**src/rtl/fas_serial_if.sv**
```systemverilog
// fas_serial_if: operand/result bundle for the bit-serial add/subtract controller
interface fas_serial_if #(parameter int N = 8);
  logic start, a_ns, busy, done, cout, ovf;
  logic [N-1:0] a, b, s;
  modport master(output start, a_ns, a, b, input busy, done, s, cout, ovf);
  modport slave(input start, a_ns, a, b, output busy, done, s, cout, ovf);
endinterface

```
**src/rtl/fas_serial_ctrl.sv**
```systemverilog
// fas_serial_ctrl: bit-serial adder/subtractor reusing one fas cell, LSB first
module fas (
  input  logic a,
  input  logic b,
  input  logic cin,
  input  logic a_ns,
  output logic s,
  output logic cout
);
  assign s = a ^ b ^ cin;
  assign cout = a_ns ? (a & b) | (a & cin) | (b & cin) : (~a & (b | cin)) | (b & cin);
endmodule

module fas_serial_ctrl #(parameter int N = 8) (
  input logic clk,
  input logic rst,
  fas_serial_if.slave io
);
  localparam int CW = $clog2(N);
  typedef enum logic [1:0] {IDLE, RUN, DONE} state_t;
  state_t state_q, state_d;
  logic [N-1:0] a_q, a_d, b_q, b_d, r_q, r_d, s_q, s_d;
  logic [CW-1:0] cnt_q, cnt_d;
  logic op_q, op_d, c_q, c_d, busy_q, busy_d, done_q, done_d;
  logic cout_q, cout_d, ovf_q, ovf_d, cs, cc, last;
  fas u_fas (.a(a_q[0]), .b(b_q[0]), .cin(c_q), .a_ns(op_q), .s(cs), .cout(cc));
  assign last = cnt_q == CW'(N - 1);
  always_comb begin
    state_d = state_q;
    a_d = a_q;
    b_d = b_q;
    r_d = r_q;
    s_d = s_q;
    cnt_d = cnt_q;
    op_d = op_q;
    c_d = c_q;
    cout_d = cout_q;
    ovf_d = ovf_q;
    if (state_q == RUN) begin
      r_d = {cs, r_q[N-1:1]};
      c_d = cc;
      a_d = a_q >> 1;
      b_d = b_q >> 1;
      cnt_d = cnt_q + 1'b1;
      if (last) begin
        s_d = {cs, r_q[N-1:1]};
        cout_d = cc;
        ovf_d = c_q ^ cc;
        cnt_d = '0;
        state_d = DONE;
      end
    end else begin
      state_d = io.start ? RUN : IDLE;
      if (io.start) begin
        a_d = io.a;
        b_d = io.b;
        op_d = io.a_ns;
        c_d = 1'b0;
        cnt_d = '0;
      end
    end
    busy_d = state_d == RUN;
    done_d = state_d == DONE;
  end
  always_ff @(posedge clk) begin
    if (rst) begin
      state_q <= IDLE;
      a_q <= '0;
      b_q <= '0;
      r_q <= '0;
      s_q <= '0;
      cnt_q <= '0;
      op_q <= 1'b0;
      c_q <= 1'b0;
      busy_q <= 1'b0;
      done_q <= 1'b0;
      cout_q <= 1'b0;
      ovf_q <= 1'b0;
    end else begin
      state_q <= state_d;
      a_q <= a_d;
      b_q <= b_d;
      r_q <= r_d;
      s_q <= s_d;
      cnt_q <= cnt_d;
      op_q <= op_d;
      c_q <= c_d;
      busy_q <= busy_d;
      done_q <= done_d;
      cout_q <= cout_d;
      ovf_q <= ovf_d;
    end
  end
  assign io.busy = busy_q;
  assign io.done = done_q;
  assign io.s = s_q;
  assign io.cout = cout_q;
  assign io.ovf = ovf_q;
endmodule

```
**src/flat_wrapper.sv**
```systemverilog
// flat-port wrapper written by rule: the top's interface ports become plain ports
module fas_serial_ctrl_flat 
#(parameter int N = 8)
  (clk, rst, io_start, io_a_ns, io_a, io_b, io_busy, io_done, io_s, io_cout, io_ovf);
  fas_serial_if #(.N(N)) io_i ();
  input logic clk;
  input logic rst;
  input wire logic [$bits(io_i.start)-1:0] io_start;
  input wire logic [$bits(io_i.a_ns)-1:0] io_a_ns;
  input wire logic [$bits(io_i.a)-1:0] io_a;
  input wire logic [$bits(io_i.b)-1:0] io_b;
  output wire logic [$bits(io_i.busy)-1:0] io_busy;
  output wire logic [$bits(io_i.done)-1:0] io_done;
  output wire logic [$bits(io_i.s)-1:0] io_s;
  output wire logic [$bits(io_i.cout)-1:0] io_cout;
  output wire logic [$bits(io_i.ovf)-1:0] io_ovf;
  assign io_i.start = io_start;
  assign io_i.a_ns = io_a_ns;
  assign io_i.a = io_a;
  assign io_i.b = io_b;
  assign io_busy = io_i.busy;
  assign io_done = io_i.done;
  assign io_s = io_i.s;
  assign io_cout = io_i.cout;
  assign io_ovf = io_i.ovf;
  fas_serial_ctrl #(.N(N)) u_core (.clk(clk), .rst(rst), .io(io_i));
endmodule
```
**config.mk**
```make
export PLATFORM = sky130hd
export DESIGN_NAME = fas_serial_ctrl_flat
export DESIGN_NICKNAME = d
export VERILOG_FILES = /design/src/rtl/fas_serial_if.sv /design/src/rtl/fas_serial_ctrl.sv /design/src/flat_wrapper.sv
export SDC_FILE = /design/constraint.sdc
export NUM_CORES = 1
export LEC_CHECK = 0
export CAP_MARGIN = 20
export CORE_UTILIZATION = 54
export CTS_CLUSTER_SIZE = 8
export DETAILED_ROUTE_END_ITERATION = 6
export PLACE_DENSITY = 0.89
export SLEW_MARGIN = 25
export SYNTH_ARGS = -nofsm -noshare
export SYNTH_HDL_FRONTEND = slang
export SYNTH_SLANG_ARGS = --single-unit
```
**constraint.sdc**
```tcl
create_clock -name clk -period 2.43 [get_ports clk]
set_input_delay 0.486 -clock clk [delete_from_list [all_inputs] [get_ports clk]]
set_output_delay 0.486 -clock clk [all_outputs]
set_load 0.03 [all_outputs]
```
==> results.cfg, run 1 <==
[outcome]
status = finished clean

[routing]
met3WireLength_um = 85
vias = 1380
topRoutingLayerUsed = met4
wl_met2_mm = 1.63
postRouteWirelength_mm = 3.25
drtIter0Drc = 35
route.detailed.drc = 0
ant_nets = 0
avgRoutedWirePerCell_um = 12.4
wl_met1_mm = 1.52
firstDrtPassIters = 5
vias_per_cell = 5.29

[timing]
tightest_slew_ns = 0.725
hold_viol_final = 0
rsz0062_at_grt = no
maxSlewViolCount = 0
setup_viol = 0
finClkSkew_ns = 0.0127
post-route-period-util_pct = 77.0
slew_headroom_pct = 51.6
fin_setup_tns_ns = 0
min_period_ns = 1.87
fmax_mhz = 534

[worst_setup_path]
cp_max_fo = 2
cp.required_ns = 1.94
cp.arrival_ns = 1.38
critPathBufInv = 1
slowest_stage = clkdlybuf4s50_1
path_delay_family = buffers and inverters
path_class = reg2out
crit_path_start_kind = flip-flop
crit_chain = clkdlybuf4s50_1
slowest_delay_ns = 0.69
endpoint_kind = output port

[die]
start_util_pct = 56.4
dieArea_um2 = 3390
rows = 20
ios = 32
dieWidth_um = 58.2
die_h_um = 58.2
core_area_um2 = 3030

[power_and_ir_drop]
pwr_density_cell_nw_per_um2 = 626
power_leakage_nw = 0.806
ir_drop_mv = 0.455

[cells_and_area]
nFillCells = 244
layout-drive-gt1-share_pct = 5.99
diodes = 0
design_area_um2 = 2130
areaGrowthSynthToFinish_pct = 24.7
nNetsFinal = 239
multi_input_area_um2 = 793
seqCellArea_um2 = 841

[global_routing]
grt_max_degree = 43
antenna_found_initial = 0
grt_usage_pct = 21.1
grt_pass1_vias = 1274
grt-ovfl-total = 0
grt_first_pass_wirelength_mm = 5.47

[synthesis]
yosys_register_bits = 42
netlist_area_um2 = 1710
synth_area_per_cell_um2 = 9.03
yosysWarnings = 0
synth_edf_count = 0
synth_top_area_cell = dfxtp_1
synth_flop_cell = dfxtp_1
ys_async_sr_fraction_pct = 0
synth_area_leaders = dfxtp_1 (49%), mux2i_1 (9.4%), a211oi_1 (8.8%)
synth_cell_types = 29
synthCells = 189
syn-num-nets = 212
synth_most_common_cell = dfxtp_1
synth_top_cell_area_share_pct = 49.3
ys_seq_area_share_pct = 49.3
yosys-top-cells-count = dfxtp_1 (42), nand2_1 (29), nor2_1 (22)

[clock_network]
cts-buffers-inserted = 5
htreeDepth = 2
cts_resized = 0
post_cts_buffers = 0
cts_buffer_depth = 2
cts_tree = built
clkSinkCount = 42
cts-root-buf = clkbuf_4
insertion_delay_ns = 0.34
path_clk_slew_ns = 0.13
cts_hold_buf = 0

[placed_design]
place.port_buffers = 31
dpl-instance-area_um2 = 2050
place_congestion = 0.744
hpwl_mm = 2.09

[min_path]
hold_path.class = reg2reg

[run]
cap_violations = 0
final timing paths:
| check | endpoint | slack [ns] | from | depth (start not counted) |
|---|---|---|---|---|
| setup / recovery | io_s[7] | 0.56 | u_core.io.s[7] | 1 |
| setup reg to reg | u_core.io.ovf | 0.74 | u_core.cnt_q[0] | 5 |
| hold / removal | u_core.io.s[0] | 0.46 | u_core.io.s[0] | 2 |
| hold reg to reg | u_core.io.s[0] | 0.46 | u_core.io.s[0] | 2 |
state kept, by name (all words and copies together), names as in the netlist:
register and cells:
u_core.b_q 8, u_core.io.ovf 1, u_core.c_q 1, u_core.cnt_q 3, u_core.a_q 8, u_core.io.cout 1, u_core.op_q 1, u_core.io.busy 1
u_core.r_q 7, u_core.state_q 2, u_core.io.s 8, u_core.io.done 1
cell type report:
class,count,share of cell area (%)
Clock buffer,6,1.94
Clock inverter,2,1.76
Inverter,2,0.353
Multi-Input combinational cell,130,37.3
Sequential cell,42,39.5
Tap cell,44,2.59
Timing Repair Buffer,35,16.6
kinds of logic after synthesis:
logic type,after synthesis,synth area share [%]
fa+ha+maj,3,2.20
flops,42,49.3
compound gates,45,17.7
simple gates,65,16.6
xor+xnor,1,0.513
buf+inv,17,4.25
mux,16,9.38
routing by layer:
| metal | track usage, % | up-vias |
|---|---|---|
| met5 | 0 | - |
| met4 | 7.48 | 0 |
| met3 | 4.69 | 2 |
| met2 | 36.8 | 22 |
| met1 | 25.6 | 640 |
| li1 | - | 716 |
placed cells by master (no fill, tap or decap), drive strengths merged, types with 2 or more instances in the layout:
cell,instances
nand3,3
a211oi,20
dfxtp,42
a21oi,17
clkdlybuf4s50,31
nor3,2
nand2b,2
mux2i,16
and3b,2
inv,2
nand2,29
buf,4
ha,3
nor2,22
a31oi,2
clkbuf,6
power by group:
group	switching (W)	total [W]	internal [W]
logic	0.0000760	0.000157	0.0000809
clock network	0.000216	0.000433	0.000217
registers	0.0000229	0.000742	0.000719
stage by stage:
stage / util (%) / hold slack [ns] / total power [W] / std cells / worst slack (ns)
3_5_place_dp: 67.7 / 0.449 / 0.000913 / 253 / 0.614
6_report: 70.3 / 0.465 / 0.00133 / 261 / 0.559
2_1_floorplan: - / 0.432 / 0.000854 / 189 / 0.981
4_1_cts: 70.3 / 0.467 / 0.00134 / 261 / 0.542
5_1_grt: 70.3 / 0.486 / 0.00139 / 261 / 0.508
3_3_place_gp: 67.7 / 0.445 / 0.000909 / 253 / 0.621
(Power assumes the default switching activity.)
==> run 2, diff against run 1 <==
--- a/config.mk
+++ b/config.mk
@@ -6,10 +6,10 @@
 export NUM_CORES = 1
 export LEC_CHECK = 0
 export CAP_MARGIN = 20
-export CORE_UTILIZATION = 54
+export CORE_UTILIZATION = 46
 export CTS_CLUSTER_SIZE = 8
 export DETAILED_ROUTE_END_ITERATION = 6
-export PLACE_DENSITY = 0.89
+export PLACE_DENSITY = 0.82
 export SLEW_MARGIN = 25
 export SYNTH_ARGS = -nofsm -noshare
 export SYNTH_HDL_FRONTEND = slang
==> constraint.sdc (replaced) <==
create_clock -name clk -period 1.7 [get_ports clk]
set_input_delay 0.34 -clock clk [delete_from_list [all_inputs] [get_ports clk]]
set_output_delay 0.34 -clock clk [all_outputs]
set_load 0.03 [all_outputs]
==> run 2 against run 1 <==
- highest routed layer unchanged
- combinational power increased by 55%
- register-to-register slack got worse by 0.53 ns
- largest cell class unchanged
- via count grew 3.7%
- critical path type unchanged
- worst hold slack got worse by 0.0063 ns
- clock skew fell by 0.0081 ns
==> results.cfg, run 2 (synthesis results as in run 1) <==
[outcome]
status = finished clean

[timing]
rsz0062_at_grt = no
finClkSkew_ns = 0.00457
tightest_slew_ns = 0.351
post-route-period-util_pct = 97.6
fin_setup_tns_ns = 0
hold_viol_final = 0
min_period_ns = 1.66
maxSlewViolCount = 0
setup_viol = 0
fmax_mhz = 603
slew_headroom_pct = 76.5

[clock_network]
cts_buffer_depth = 2
insertion_delay_ns = 0.29
cts-root-buf = clkbuf_8
cts_tree = built
clkSinkCount = 42
htreeDepth = 2
post_cts_buffers = 0
cts_hold_buf = 0
cts_resized = 0
cts-buffers-inserted = 5
path_clk_slew_ns = 0.08

[die]
die_h_um = 62.9
dieArea_um2 = 3960
rows = 21
core_area_um2 = 3440
ios = 32
dieWidth_um = 62.9
start_util_pct = 49.6

[global_routing]
antenna_found_initial = 0
grt_first_pass_wirelength_mm = 5.56
grt_usage_pct = 18.0
grt-ovfl-total = 0
grt_max_degree = 43
grt_pass1_vias = 1300

[routing]
wl_met1_mm = 1.52
postRouteWirelength_mm = 3.31
avgRoutedWirePerCell_um = 12.2
ant_nets = 0
met3WireLength_um = 103
route.detailed.drc = 0
firstDrtPassIters = 4
vias = 1431
drtIter0Drc = 85
topRoutingLayerUsed = met4
vias_per_cell = 5.30
wl_met2_mm = 1.63

[min_path]
hold_path.class = reg2reg

[placed_design]
place_congestion = 0.772
dpl.cell_count = 262
hpwl_mm = 2.17
place.port_buffers = 31

[worst_setup_path]
slowest_delay_ns = 0.68
endpoint_kind = output port
crit_chain = clkdlybuf4s50_1
critPathBufInv = 1
crit_path_start_kind = flip-flop
slowest_stage = clkdlybuf4s50_1
cp.arrival_ns = 1.32
cp_max_fo = 2
path_delay_family = buffers and inverters
path_class = reg2out
cp.required_ns = 1.36

[run]
cap_violations = 0

[cells_and_area]
final_common_cell = dfxtp_1
multi_input_area_um2 = 793
diodes = 0
nNetsFinal = 246
final_cell_mix = dfxtp_1 (42), nand2_1 (29), clkdlybuf4s50_1 (29)
seqCellArea_um2 = 841
layout-drive-gt1-share_pct = 9.38
areaGrowthSynthToFinish_pct = 31.0
nFillCells = 287
finalNonFillerCells = 270

[power_and_ir_drop]
pwr_density_cell_nw_per_um2 = 930
power_leakage_nw = 0.895
ir_drop_mv = 0.544
==> run 2: cell count changes in the layout (fill, tap and decap cells not counted), sizes merged <==
cell	delta
clkinvlp	+1
dlymetal6s2s	+2
clkdlybuf4s50	-2
buf	+7
clkbuf	-1
==> run 2: final timing paths <==
kind                  startpoint        endpoint  slack, ns  depth (start not counted)
hold / removal    u_core.io.s[4]  u_core.io.s[4]       0.46                          2
setup reg to reg   u_core.a_q[0]   u_core.io.ovf       0.21                          4
setup / recovery  u_core.io.s[7]         io_s[7]       0.04                          1
hold reg to reg   u_core.io.s[4]  u_core.io.s[4]       0.46                          2
==> run 2: routing by layer <==
layer	global-route usage, %	vias up
met5	0	-
met4	6.98	0
met3	5.47	5
met2	31.6	23
met1	20.1	671
li1	-	732
==> run 2: final cells by class <==
cell class | instances | area share [%]
clock buffers | 5 | 3.08
flip-flops and latches | 42 | 37.6
multi-input cells | 130 | 35.5
clock inverters | 3 | 2.01
inverters | 2 | 0.336
well taps | 46 | 2.57
repair buffers | 42 | 18.9
==> run 2: per-stage QoR <==
step	worst slack [ns]	hold WS [ns]	cell area [um2]	power, W	util [%]
6_report	0.0405	0.458	2240	0.00208	65.0
5_1_grt	0.00648	0.468	2240	0.00216	65.0
4_1_cts	0.0297	0.459	2230	0.00209	64.8
3_5_place_dp	0.221	0.449	2120	0.00132	61.5
3_3_place_gp	0.246	0.442	2120	0.00132	61.5
2_1_floorplan	0.251	0.432	1710	0.00122	-
==> run 2: power by group <==
group | switching [W] | leakage, nW | internal (W)
Combinational | 0.000115 | 0.501 | 0.000129
Sequential | 0.0000288 | 0.343 | 0.00103
Clock | 0.000343 | 0.0504 | 0.000436
==> run 3, diff against run 2 <==
--- a/config.mk
+++ b/config.mk
@@ -6,6 +6,7 @@
 export NUM_CORES = 1
 export LEC_CHECK = 0
 export CAP_MARGIN = 20
+export CORE_MARGIN = 4
 export CORE_UTILIZATION = 46
 export CTS_CLUSTER_SIZE = 8
 export DETAILED_ROUTE_END_ITERATION = 6
==> run 3 against run 2 <==
- via count fell by 2.9%
- wire length rose by 1.4%
- sequential share of layout area rose by 1.2 points
- sequential cell count did not move
- worst hold slack got worse by 0.00054 ns
- total power fell by 8.5%
- die area rose by 20%
- combinational power fell by 5%
- critical path depth did not move
- register-to-register slack got worse by 0.06 ns
- non-clock buffer count fell by 4
==> results.cfg, run 3 (synthesis results as in run 1) <==
[cells_and_area]
final_common_cell = dfxtp_1
nNetsFinal = 242
nFillCells = 304
areaGrowthSynthToFinish_pct = 27.0
layout-drive-gt1-share_pct = 6.85
diodes = 0
final_cell_mix = dfxtp_1 (42), clkdlybuf4s50_1 (31), nand2_1 (29)

[worst_setup_path]
reg2reg_slack_ns = 0.15
r2r_cells = 4
crit_path_start_kind = flip-flop
slowest_stage = clkdlybuf4s50_1
cp.required_ns = 1.36
cp.arrival_ns = 1.31
endpoint_kind = output port
path_delay_family = buffers and inverters
timing.rr.start = u_core.a_q[0]
cp_max_fo = 2
regToRegEndpoint = u_core.io.ovf
slowest_delay_ns = 0.67
critPathBufInv = 1
path_class = reg2out
crit_chain = clkdlybuf4s50_1

[min_path]
min_from = u_core.io.s[2]
hold_path.class = reg2reg
worstHoldEndpoint = u_core.io.s[2]
hold_depth = 2

[clock_network]
clkSinkCount = 42
cts_hold_buf = 0
cts_resized = 0
cts_buffer_depth = 2
htreeDepth = 2
insertion_delay_ns = 0.30
cts-buffers-inserted = 5
path_clk_slew_ns = 0.08
cts_tree = built
cts-root-buf = clkbuf_8
post_cts_buffers = 0

[power_and_ir_drop]
power_leakage_nw = 0.824
p_int_w = 0.00143
pwr-share-comb_pct = 12.2
p_seq_share_pct = 55.7
pwr_density_cell_nw_per_um2 = 878
power.share.clock_pct = 32.1
p_switching_w = 0.000471
switching_share_pct = 24.8
ir_drop_mv = 0.596

[global_routing]
grt-ovfl-total = 0
grt_usage_pct = 15.7
grt_max_degree = 43
grt_first_pass_wirelength_mm = 5.40
antenna_found_initial = 0
grt_pass1_vias = 1252

[placed_design]
dp_slack_ns = 0.173
hpwl_mm = 2.32
place_congestion = 0.760
place.port_buffers = 31

[die]
dieWidth_um = 68.9
dieArea_um2 = 4750
start_util_pct = 49.2
core_area_um2 = 3470
ios = 32
die_h_um = 68.9
rows = 21

[routing]
avgRoutedWirePerCell_um = 12.6
vias_per_cell = 5.24
route.detailed.drc = 0
drtIter0Drc = 80
postRouteWirelength_mm = 3.35
vias = 1389
firstDrtPassIters = 4
ant_nets = 0

[outcome]
status = finished clean

[timing]
slew_headroom_pct = 75.5
post-route-period-util_pct = 96.9
rsz0062_at_grt = no
maxSlewViolCount = 0
fin_setup_tns_ns = 0
fmax_mhz = 607
min_period_ns = 1.65
finClkSkew_ns = 0.00591
setup_viol = 0
setup_slack_ns = 0.0532
hold_viol_final = 0
tightest_slew_ns = 0.366

[run]
cap_violations = 0
run 3: changes by cell type in the layout (fill, tap and decap cells not counted):
| cell | before | now |
|---|---|---|
| dlymetal6s2s_1 | 2 | 0 |
| clkinvlp_4 | 2 | 1 |
| buf_4 | 9 | 5 |
| bufinv_16 | 1 | 0 |
| clkdlybuf4s50_1 | 29 | 31 |
| clkbuf_1 | 0 | 1 |
run 3: final cells by class:
type	count	area (um2)	area share (%)
Clock buffer	6	72.6	3.35
Clock inverter	1	7.51	0.346
Inverter	2	7.51	0.346
Multi-Input combinational cell	130	793	36.6
Sequential cell	42	841	38.8
Tap cell	46	57.6	2.66
Timing Repair Buffer	38	388	17.9
run 3: worst min-delay path: stages, from the launching register on:
cell and delay, ns:
dfxtp_1 0.31, nand2_1 0.05, a21oi_1 0.05
run 3: power groups by stage:
stage / clock (W) / combinational [W] / sequential (W)
6_report: 0.000610 / 0.000232 / 0.00106
5_1_grt: 0.000660 / 0.000253 / 0.00106
4_1_cts: 0.000625 / 0.000234 / 0.00106
3_5_place_dp: 0 / 0.000234 / 0.00108
3_3_place_gp: 0 / 0.000227 / 0.00108
2_1_floorplan: 0 / 0.000145 / 0.00108
run 3: worst max path at each step:
stage / end / slack [ns] / cells past startpoint / start
2_1_floorplan: u_core.io.ovf / 0.25 / 4 / u_core.a_q[0]
3_3_place_gp: u_core.a_q[0] / 0.22 / 4 / io_start
3_5_place_dp: u_core.io.ovf / 0.17 / 4 / u_core.a_q[0]
4_1_cts: io_s[7] / 0.04 / 1 / u_core.io.s[7]
5_1_grt: io_s[4] / 0.002 / 1 / u_core.io.s[4]
6_report: io_s[6] / 0.05 / 1 / u_core.io.s[6]
run 3: stage by stage:
| step | power (W) | instances | hold WS (ns) | instance area [um2] | utilization [%] |
|---|---|---|---|---|---|
| 5_1_grt | 0.00198 | 265 | 0.482 | 2170 | 62.5 |
| 2_1_floorplan | 0.00122 | 189 | 0.432 | 1710 | - |
| 6_report | 0.00190 | 265 | 0.458 | 2170 | 62.5 |
| 4_1_cts | 0.00192 | 265 | 0.462 | 2170 | 62.5 |
| 3_3_place_gp | 0.00131 | 258 | 0.445 | 2090 | 60.2 |
| 3_5_place_dp | 0.00131 | 258 | 0.451 | 2090 | 60.2 |
run 3: metal layers:
metal | share of wire (%) | vias to the layer above | routed length (um) | track usage (%)
met3 | 4.0 | 5 | 133 | 4.86
met4 | 2.1 | 0 | 72 | 8.76
met5 | 0 | - | 0 | 0
li1 | - | 720 | - | -
met2 | 48 | 21 | 1620 | 25.1
met1 | 46 | 643 | 1530 | 18.6
